$ cat src/rtl/btn_debounce.sv
// Push-button conditioner: two-flop synchronizer, stability-count debounce FSM,
// press/release/long-press pulses and a wrapping press counter.
module btn_debounce #(
    parameter int unsigned DEBOUNCE_CYCLES = 16,
    parameter int unsigned LONG_CYCLES     = 1000
) (
    input  logic       clk,
    input  logic       rst,
    input  logic       btn_in,
    output logic       btn_level,
    output logic       btn_press,
    output logic       btn_release,
    output logic       long_press,
    output logic [7:0] press_count
);

    typedef enum logic [1:0] {
        LOW       = 2'd0,
        WAIT_HIGH = 2'd1,
        HIGH      = 2'd2,
        WAIT_LOW  = 2'd3
    } state_e;

    localparam logic [15:0] CNT_LAST = 16'(DEBOUNCE_CYCLES - 1);
    localparam logic [15:0] HOLD_MAX = 16'(LONG_CYCLES);

    logic        s1_q, s2_q;
    state_e      state_q;
    logic [15:0] cnt_q;
    logic [15:0] hold_q, hold_d;
    logic        long_hit_d;
    logic        btn_level_q, btn_press_q, btn_release_q, long_press_q;
    logic [7:0]  press_count_q;

    always_ff @(posedge clk or negedge rst) begin
        if (!rst) begin
            s1_q <= 1'b0;
            s2_q <= 1'b0;
        end else begin
            s1_q <= btn_in;
            s2_q <= s1_q;
        end
    end

    // Saturating hold count; long_press fires only on the step that reaches the limit.
    always_comb begin
        hold_d     = hold_q;
        long_hit_d = 1'b0;
        if (hold_q != HOLD_MAX) begin
            hold_d     = hold_q + 16'd1;
            long_hit_d = (hold_q == (HOLD_MAX - 16'd1));
        end
    end

    always_ff @(posedge clk or negedge rst) begin
        if (!rst) begin
            state_q       <= LOW;
            cnt_q         <= 16'd0;
            hold_q        <= 16'd0;
            btn_level_q   <= 1'b0;
            btn_press_q   <= 1'b0;
            btn_release_q <= 1'b0;
            long_press_q  <= 1'b0;
            press_count_q <= 8'd0;
        end else begin
            btn_press_q   <= 1'b0;
            btn_release_q <= 1'b0;
            long_press_q  <= 1'b0;
            case (state_q)
                LOW: begin
                    if (s2_q) begin
                        state_q <= WAIT_HIGH;
                        cnt_q   <= 16'd0;
                    end
                end
                WAIT_HIGH: begin
                    if (!s2_q) begin
                        state_q <= LOW;
                    end else if (cnt_q == CNT_LAST) begin
                        state_q       <= HIGH;
                        btn_level_q   <= 1'b1;
                        btn_press_q   <= 1'b1;
                        press_count_q <= press_count_q + 8'd1;
                        hold_q        <= 16'd0;
                    end else begin
                        cnt_q <= cnt_q + 16'd1;
                    end
                end
                HIGH: begin
                    hold_q       <= hold_d;
                    long_press_q <= long_hit_d;
                    if (!s2_q) begin
                        state_q <= WAIT_LOW;
                        cnt_q   <= 16'd0;
                    end
                end
                WAIT_LOW: begin
                    // The accepting release step does not advance hold, so long_press never lands with btn_release.
                    if (s2_q) begin
                        state_q      <= HIGH;
                        hold_q       <= hold_d;
                        long_press_q <= long_hit_d;
                    end else if (cnt_q == CNT_LAST) begin
                        state_q       <= LOW;
                        btn_level_q   <= 1'b0;
                        btn_release_q <= 1'b1;
                    end else begin
                        cnt_q        <= cnt_q + 16'd1;
                        hold_q       <= hold_d;
                        long_press_q <= long_hit_d;
                    end
                end
                default: state_q <= LOW;
            endcase
        end
    end

    assign btn_level   = btn_level_q;
    assign btn_press   = btn_press_q;
    assign btn_release = btn_release_q;
    assign long_press  = long_press_q;
    assign press_count = press_count_q;

endmodule

$ cat config.mk
export PLATFORM = sky130hd
export DESIGN_NAME = btn_debounce
export DESIGN_NICKNAME = d
export VERILOG_FILES = /design/src/rtl/btn_debounce.sv
export SDC_FILE = /design/constraint.sdc
export NUM_CORES = 1
export LEC_CHECK = 0
export ABC_AREA = 0
export CAP_MARGIN = 20
export CORE_ASPECT_RATIO = 1.2
export CORE_UTILIZATION = 25
export CTS_CLUSTER_DIAMETER = 50
export DETAILED_ROUTE_END_ITERATION = 10
export SLEW_MARGIN = 30
export SYNTH_ARGS = -nofsm -noshare
export SYNTH_HDL_FRONTEND = slang
export SYNTH_SLANG_ARGS = --single-unit
$ cat constraint.sdc
create_clock -name clk -period 3.05 [get_ports clk]
set_input_delay 0.7625 -clock clk [delete_from_list [all_inputs] [get_ports clk]]
set_output_delay 0.7625 -clock clk [all_outputs]
set_load 0.1 [all_outputs]
---- After elaboration in Yosys (flattened, before gate mapping) ----
Index checks and enable logic that the tools add are counted.
storage, ports and cells
  flip-flop bits (word level) ............. 48
  input bits .............................. 3
  output and inout port bits .............. 12
  logic and storage cells ................. 69
operators by class
  $add $sub $neg .......................... 3
  eq/ne operators ......................... 15
  mux-type cells .......................... 33
  reduce and logical (&&, ||, !) cells .... 8
operators by type and width
  kind                   number
  $mux 16                10
  $pmux 16 s4            1
  $pmux 16 s3            1
  $add 16x1->16 const B  2
  $eq 16x10->1 const B   1
  $eq 16x4->1 const B    1
  $ne 16x10->1 const B   1
  $mux 1                 12
  $mux 2                 6
  $ne 2x2->1 const B     6
  $reduce_and 4->1       3
  $ne 3x3->1 const B     3
  $add 8x1->8 const B    1
  $pmux 2 s4             1
  $reduce_and 5->1       1
  $eq 2x2->1 const B     2
  $pmux 1 s2             2
  $reduce_and 3->1       1
  $reduce_bool 3->1      1
  $eq 2x1->1 const B     1
  $logic_not 2->1        1
  $reduce_bool 2->1      1

---- Depth between registers and ports, before layout ----
Gate-level depths: netlist (run 1).
  depth after elaboration ................. 5
  depth in mapped cells ................... 8
  gate-level depth less buffers ........... 6

---- Least setup slack after synthesis (run 1) ----
No wires, ideal clock.
  path type ............................... flip-flop to flip-flop
  start point ............................. register cnt_q[7]
  end point ............................... register hold_q[14]
  library setup time ...................... 0.126 ns
  arrival time ............................ 2.154 ns
  data required time ...................... 2.924 ns
  path slack .............................. 0.770 ns
  stages on the path, launching flop included .. 8
  buffers on the path ..................... 2
  clock period less this slack ............ 2.280 ns
  cells stage by stage .................... dfrtp_1 > or4_1 > or4_1 > buf_2 > o22ai_4 > buf_6 > nor4_1 > a221o_1
between the ends
  longest elaborated chain between the ends .. 3
  elaborated cells on any way between the ends .. 4
  classes of those cells .................. eq/ne: 3; reduce/logical: 1
ends and longest elaborated chain
  item                                                line     source
  from (decl)                                         29       logic [15:0] cnt_q;
  from (signal assigned)                              86       cnt_q <= cnt_q + 16'd1;
  from (signal assigned)                              108      cnt_q <= cnt_q + 16'd1;
  $eq 16x4->1 (*)                                     79, 103
  $ne 3x3->1 (no line) or $ne 2x2->1 (tied branches)  n/a
  $reduce_and 4->1 (no line) (*)                      n/a
  to (signal assigned)                                90       hold_q <= hold_d;
  to (signal assigned)                                101      hold_q <= hold_d;
  to (signal assigned)                                109      hold_q <= hold_d;
  to (decl)                                           30       logic [15:0] hold_q, hold_d;
Mark *: on every way between the ends. The rest lies on a longest branch, timed or not.
A chain may end at the register's enable or synchronous reset.

---- Worst setup path in the final report (run 1) ----
  start point ............................. register cnt_q[7]
  end point ............................... register hold_q[1]
Same word-level chain as after synthesis.

==> reports/qor.txt, run 1 <==
GRT Overall Usage = 10.6%
Netlist cell types = 45
Die area = 10500 µm²
Post-route ant nets = 0
Fill cells = 1008
FF+latch area = 1200 µm²
Worst EP required = 3.22 ns
CP Launch Point = cnt_q[7]
CP startpoint kind = flop
Synth area leaders = dfrtp_1 (48%), a22o_1 (4.5%), xnor2_1 (4.2%)
Total congestion overflow = 0
Global-route wire length before repair = 8850 µm
Delay of the slowest critical-path stage = 0.64 ns
Most frequent cells in the layout = dfrtp_1 (48), nand2_1 (23), o21ai_0 (18)
Placer Congestion = 0.778
Crit path time final = 2.52 ns
Layout Nets = 276
Worst-path cell chain = or4_1 > or4_1 > o22ai_4 > or2_2 > o21ai_0
Maximum vdd drop = 0.000176 V
Clock insertion delay at the later pin of the skew report = 0.28 ns
Setup TNS = 0 ns
Total wire length = 5140 µm
Mapped Cells = 256
Avg Inst Size Synth = 9.85 µm²
Hold crit path type = reg -> reg
Syn Nets = 263
Max-cap violations = 0
EDFF count, synth = 0
TritonCTS Sinks = 48
Post-synthesis sequential area ratio = 47.6%
Yosys Warn Count = 0
Post-DP Area = 2760 µm²
CP Depth = 5
Prevailing post-synth register cell = dfrtp_1
Yosys top cell area share = 47.6%
DRC errors left = 0
Peak Freq = 396 MHz
Pwr Total = 1.34 mW
CTS tree = built
Hold path cells = 0
Vias in the first global route = 1831
# resized after CTS = 0
Pins Over Slew Limit = 0
N_diodes = 0
Initial antenna violation count = 0
H-tree levels = 2
Inserted Clock Buffers = 5
Crit path to = hold_q[1]
Worst-path fanout max = 13
Largest net degree at the start of global routing = 49
Status = finished clean
CP delay by family, top = simple AND/OR/NAND/NOR gates
Post-CTS setup buffers = 0
Core area = 9660 µm²
PortBufs = 14
DR vias = 1919
Final setup margin = 0.525 ns
Via density = 4.90
Synthesized cell area = 2520 µm²
Num rows = 39
Commonest non-fill, non-tap cell in the layout = dfrtp_1
Worst Skew = 0.00725 ns
CP max stage cell = or4_1
# setup viols final = 0
CP most frequent cell = or4_1
Asr flop ratio synth = 100%
Leakage Power = 1.22 nW
Reg2reg end = hold_q[1]
I/O Pins = 15
CTS clk-pin slew, worst paths = 0.07 ns
Cell taking the most area after synthesis = dfrtp_1
Critical path capture point type = flop
Buf/Inv on CP = 0
RSZ-0062 raised after global routing = false
Routed len/inst = 13.1 µm
Hold-fix buffers at CTS = 0
Worst-margin pin slew = 0.828 ns
Clock Tree Root = clkbuf_16
Area Overhead vs Synth = 15.4%
Hold Crit Start = s1_q
Cell depth of the worst flop-to-flop path = 5
R2R Path Start = cnt_q[7]
Initial Util = 26.1%
Multi-input gate area = 1240 µm²
Clock Tree Buf Depth = 2
Arrival time worst endpoint = 2.69 ns
Die W = 93.7 µm
R2R Setup Slk = 0.53 ns
Part of the cycle the worst path needs = 82.8%
Drt pass-1 iters = 4
Fraction of layout cells with a size suffix above 1 = 12.6%
Die Y = 112 µm
Final Cell Area = 2910 µm²
Detailed Place HPWL = 3550 µm
#FFs+latches synth = 48
Power Density = 459 nW/µm²
Slew Limit Headroom = 44.4%
Drt initial violations = 51
Hold Fails Final Rpt = 0
Place WS = 0.537 ns
Worst Path Class, Setup = reg -> reg
==> layout make-up <==
class | instances | share of cell area (%)
multi-input combinational | 191 | 42.7
sequential | 48 | 41.3
tap | 123 | 5.29
inverter | 7 | 0.903
clock buffer | 7 | 5.25
timing repair buffer | 16 | 4.56
==> where the power goes <==
| part | leakage [nW] | switching [mW] | total, mW | internal (mW) |
|---|---|---|---|---|
| Clock | 0.0760 | 0.225 | 0.569 | 0.344 |
| Combinational | 0.491 | 0.0463 | 0.0789 | 0.0327 |
| Sequential | 0.656 | 0.0300 | 0.687 | 0.657 |
==> cell families (layout without fill, tap and decap cells) <==
family / after synthesis / in the layout / synth area share, %
xor gates and xnor gates: 17 / 17 / 5.91
and+or+nand+nor: 119 / 119 / 26.6
buffers and inverters: 17 / 30 / 3.08
AOI/OAI and AO/OA: 49 / 49 / 14.0
adders and majority gates: 4 / 4 / 1.99
muxes: 2 / 2 / 0.844
DFF: 48 / 48 / 47.6
==> per-stage QoR <==
stage	hold slack [ns]	std cells	util, %
after floorplan	0.331	256	-
after global placement	0.341	385	28.5
after detailed placement	0.354	385	28.5
after CTS	0.368	392	30.1
after global routing	0.377	392	30.1
final	0.367	392	30.1
==> Yosys cell counts (5+ instances only) <==
master and number:
nand4_1 9, dfrtp_1 48, nand3_1 17, inv_1 7, clkbuf_1 6, a22o_1 13
nor3_1 9, or2_2 5, o21ai_0 18, nor2_1 14, nand2b_1 9, or4_1 7
xor2_1 5, xnor2_1 12, nand2_1 23
==> metal layers <==
metal	part of all wire (%)	track usage, %
met1	48	13.6
met2	48	17.4
met3	2.4	2.46
met4	1.4	3.49
met5	0	0
==> worst min path at each step <==
stage | end | slack, ns
floorplan | s2_q | 0.33
finish | s2_q | 0.37
detailed placement | s2_q | 0.35
CTS | s2_q | 0.37
global route | s2_q | 0.38
global placement | s2_q | 0.34
No activity file was read; power rests on OpenSTA's default activity.
==> run 2, diff against run 1 <==
==> constraint.sdc (replaced) <==
create_clock -name clk -period 2.6 [get_ports clk]
set_input_delay 0.65 -clock clk [delete_from_list [all_inputs] [get_ports clk]]
set_output_delay 0.65 -clock clk [all_outputs]
set_load 0.1 [all_outputs]
==> run 2 against run 1 <==
Against the previous run: sequential power is 17% higher; setup slack got worse by 0.37 ns; sequential share of layout area down 0.80 points; critical endpoint is now hold_q[14]; global-route usage is 0.28 points higher; sequential cell count unchanged; hold slack worse by 0.032 ns; cell area increased by 2.0%; combinational power rose by 21%; non-clock buffer count up 8; final cell count up 2.3%.
==> reports/qor.txt, run 2 (synthesis results as in run 1) <==
Inserted Clock Buffers = 5 (unchanged)
Worst-path fanout max = 13 (unchanged)
Hold slack final = 0.335 ns (was 0.367 ns)
N_diodes = 0 (unchanged)
Worst Path Class, Setup = reg -> reg (unchanged)
Hold crit path type = in -> async (was reg -> reg)
Hold Fails Final Rpt = 0 (unchanged)
Fill cells = 990 (was 1008)
Util after Layout = 30.7% (was 30.1%)
Layout Nets = 284 (was 276)
Critical path capture point type = flop (unchanged)
Commonest non-fill, non-tap cell in the layout = dfrtp_1 (unchanged)
Initial antenna violation count = 0 (unchanged)
Setup TNS = 0 ns (unchanged)
Worst Skew = 0.00624 ns (was 0.00725 ns)
Area Overhead vs Synth = 17.7% (was 15.4%)
Core area = 9660 µm² (unchanged)
Drt initial violations = 94 (was 51)
CP max stage cell = or4_1 (unchanged)
CTS tree = built (unchanged)
Pwr Total = 1.57 mW (was 1.34 mW)
Pins Over Slew Limit = 0 (unchanged)
CTS clk-pin slew, worst paths = 0.07 ns (about the same)
FF+latch area = 1200 µm² (unchanged)
Placed Cells = 393 (was 385)
Arrival time worst endpoint = 2.67 ns (was 2.69 ns)
Num rows = 39 (unchanged)
Clock Tree Buf Depth = 2 (unchanged)
Delay of the slowest critical-path stage = 0.64 ns (about the same)
RSZ-0062 raised after global routing = false (unchanged)
Power Density = 528 nW/µm² (was 459 nW/µm²)
CP most frequent cell = or4_1 (unchanged)
Total congestion overflow = 0 (unchanged)
Drt pass-1 iters = 4 (unchanged)
Largest net degree at the start of global routing = 49 (unchanged)
Slew Limit Headroom = 47.9% (was 44.4%)
Die area = 10500 µm² (unchanged)
# setup viols final = 0 (unchanged)
TritonCTS Sinks = 48 (unchanged)
Most frequent cells in the layout = dfrtp_1 (48), nand2_1 (23), buf_4 (21) (was dfrtp_1 (48), nand2_1 (23), o21ai_0 (18))
Total wire length = 5350 µm (was 5140 µm)
I/O Pins = 15 (unchanged)
Post-route ant nets = 0 (unchanged)
Leakage Power = 1.26 nW (was 1.22 nW)
PortBufs = 14 (unchanged)
Max-cap violations = 0 (unchanged)
Clock insertion delay at the later pin of the skew report = 0.29 ns (was 0.28 ns)
Multi-input gate area = 1240 µm² (unchanged)
Worst-path cell chain = or4_1 > or4_1 > o22ai_4 > or2_2 > a221o_1 (was or4_1 > or4_1 > o22ai_4 > or2_2 > o21ai_0)
Fin cells = 401 (was 392)
Worst EP required = 2.83 ns (was 3.22 ns)
# resized after CTS = 0 (unchanged)
Vias in the first global route = 1972 (was 1831)
Detailed Place HPWL = 3830 µm (was 3550 µm)
CP startpoint kind = flop (unchanged)
Hold-fix buffers at CTS = 0 (unchanged)
Worst-margin pin slew = 0.776 ns (was 0.828 ns)
Crit path time final = 2.44 ns (was 2.52 ns)
H-tree levels = 2 (unchanged)
DR vias = 1992 (was 1919)
Die W = 93.7 µm (unchanged)
Initial Util = 26.1% (unchanged)
Via density = 4.97 (was 4.90)
Peak Freq = 409 MHz (was 396 MHz)
Global-route wire length before repair = 9090 µm (was 8850 µm)
Routed len/inst = 13.3 µm (was 13.1 µm)
Placer Congestion = 0.793 (was 0.778)
Clock Tree Root = clkbuf_16 (unchanged)
Status = finished clean (unchanged)
Die Y = 112 µm (unchanged)
Post-CTS setup buffers = 0 (unchanged)
Part of the cycle the worst path needs = 93.9% (was 82.8%)
Fraction of layout cells with a size suffix above 1 = 15.1% (was 12.6%)
DRC errors left = 0 (unchanged)
GRT Overall Usage = 10.8% (was 10.6%)
Maximum vdd drop = 0.000214 V (was 0.000176 V)
==> run 2: critical path, delay by kind of cell, from the launching register on <==
kind               cells  cell delay [ns]
AOI/OAI and AO/OA      2             0.57
DFF                    1             0.37
and+or+nand+nor        3             1.44
==> run 2: stage by stage <==
stage | worst slack, ns | instance area, µm²
3_3_place_gp | 0.173 | 2820
2_1_floorplan | 0.320 | 2520
6_report | 0.158 | 2970
3_5_place_dp | 0.155 | 2820
5_1_grt | 0.0212 | 2970
4_1_cts | 0.142 | 2970
==> run 2: final timing paths <==
| path | depth (start not counted) | start | slack, ns | to |
|---|---|---|---|---|
| hold reg to reg | 0 | s1_q | 0.35 | s2_q |
| hold / removal | 2 | rst | 0.33 | long_press |
| setup / recovery | 5 | cnt_q[7] | 0.16 | hold_q[14] |
| setup reg to reg | 5 | cnt_q[7] | 0.16 | hold_q[14] |
| max in group asynchronous | 2 | rst | 2.03 | btn_level |
| min in group clk | 0 | s1_q | 0.35 | s2_q |
==> run 2: per-layer routing <==
layer / GRT usage, % / up-vias / part of all wire, %
met5: 0 / - / 0
met4: 2.77 / 0 / 1.2
met3: 2.39 / 8 / 3.2
met2: 19.2 / 31 / 50
met1: 13.1 / 979 / 45
li1: - / 974 / -
==> run 2: cell type report <==
type | instances | share of cell area [%]
clock buffer | 7 | 4.81
clock inverter | 1 | 0.253
inverter | 7 | 0.886
multi-input combinational | 191 | 41.9
sequential | 48 | 40.5
tap | 123 | 5.19
timing repair buffer | 24 | 6.50
==> run 2: power breakdown <==
part           leakage [nW]  internal (mW)  total (mW)  switching [mW]
clock network        0.0701          0.384       0.664           0.281
logic                 0.532         0.0397      0.0956          0.0559
registers             0.656          0.771       0.805          0.0347
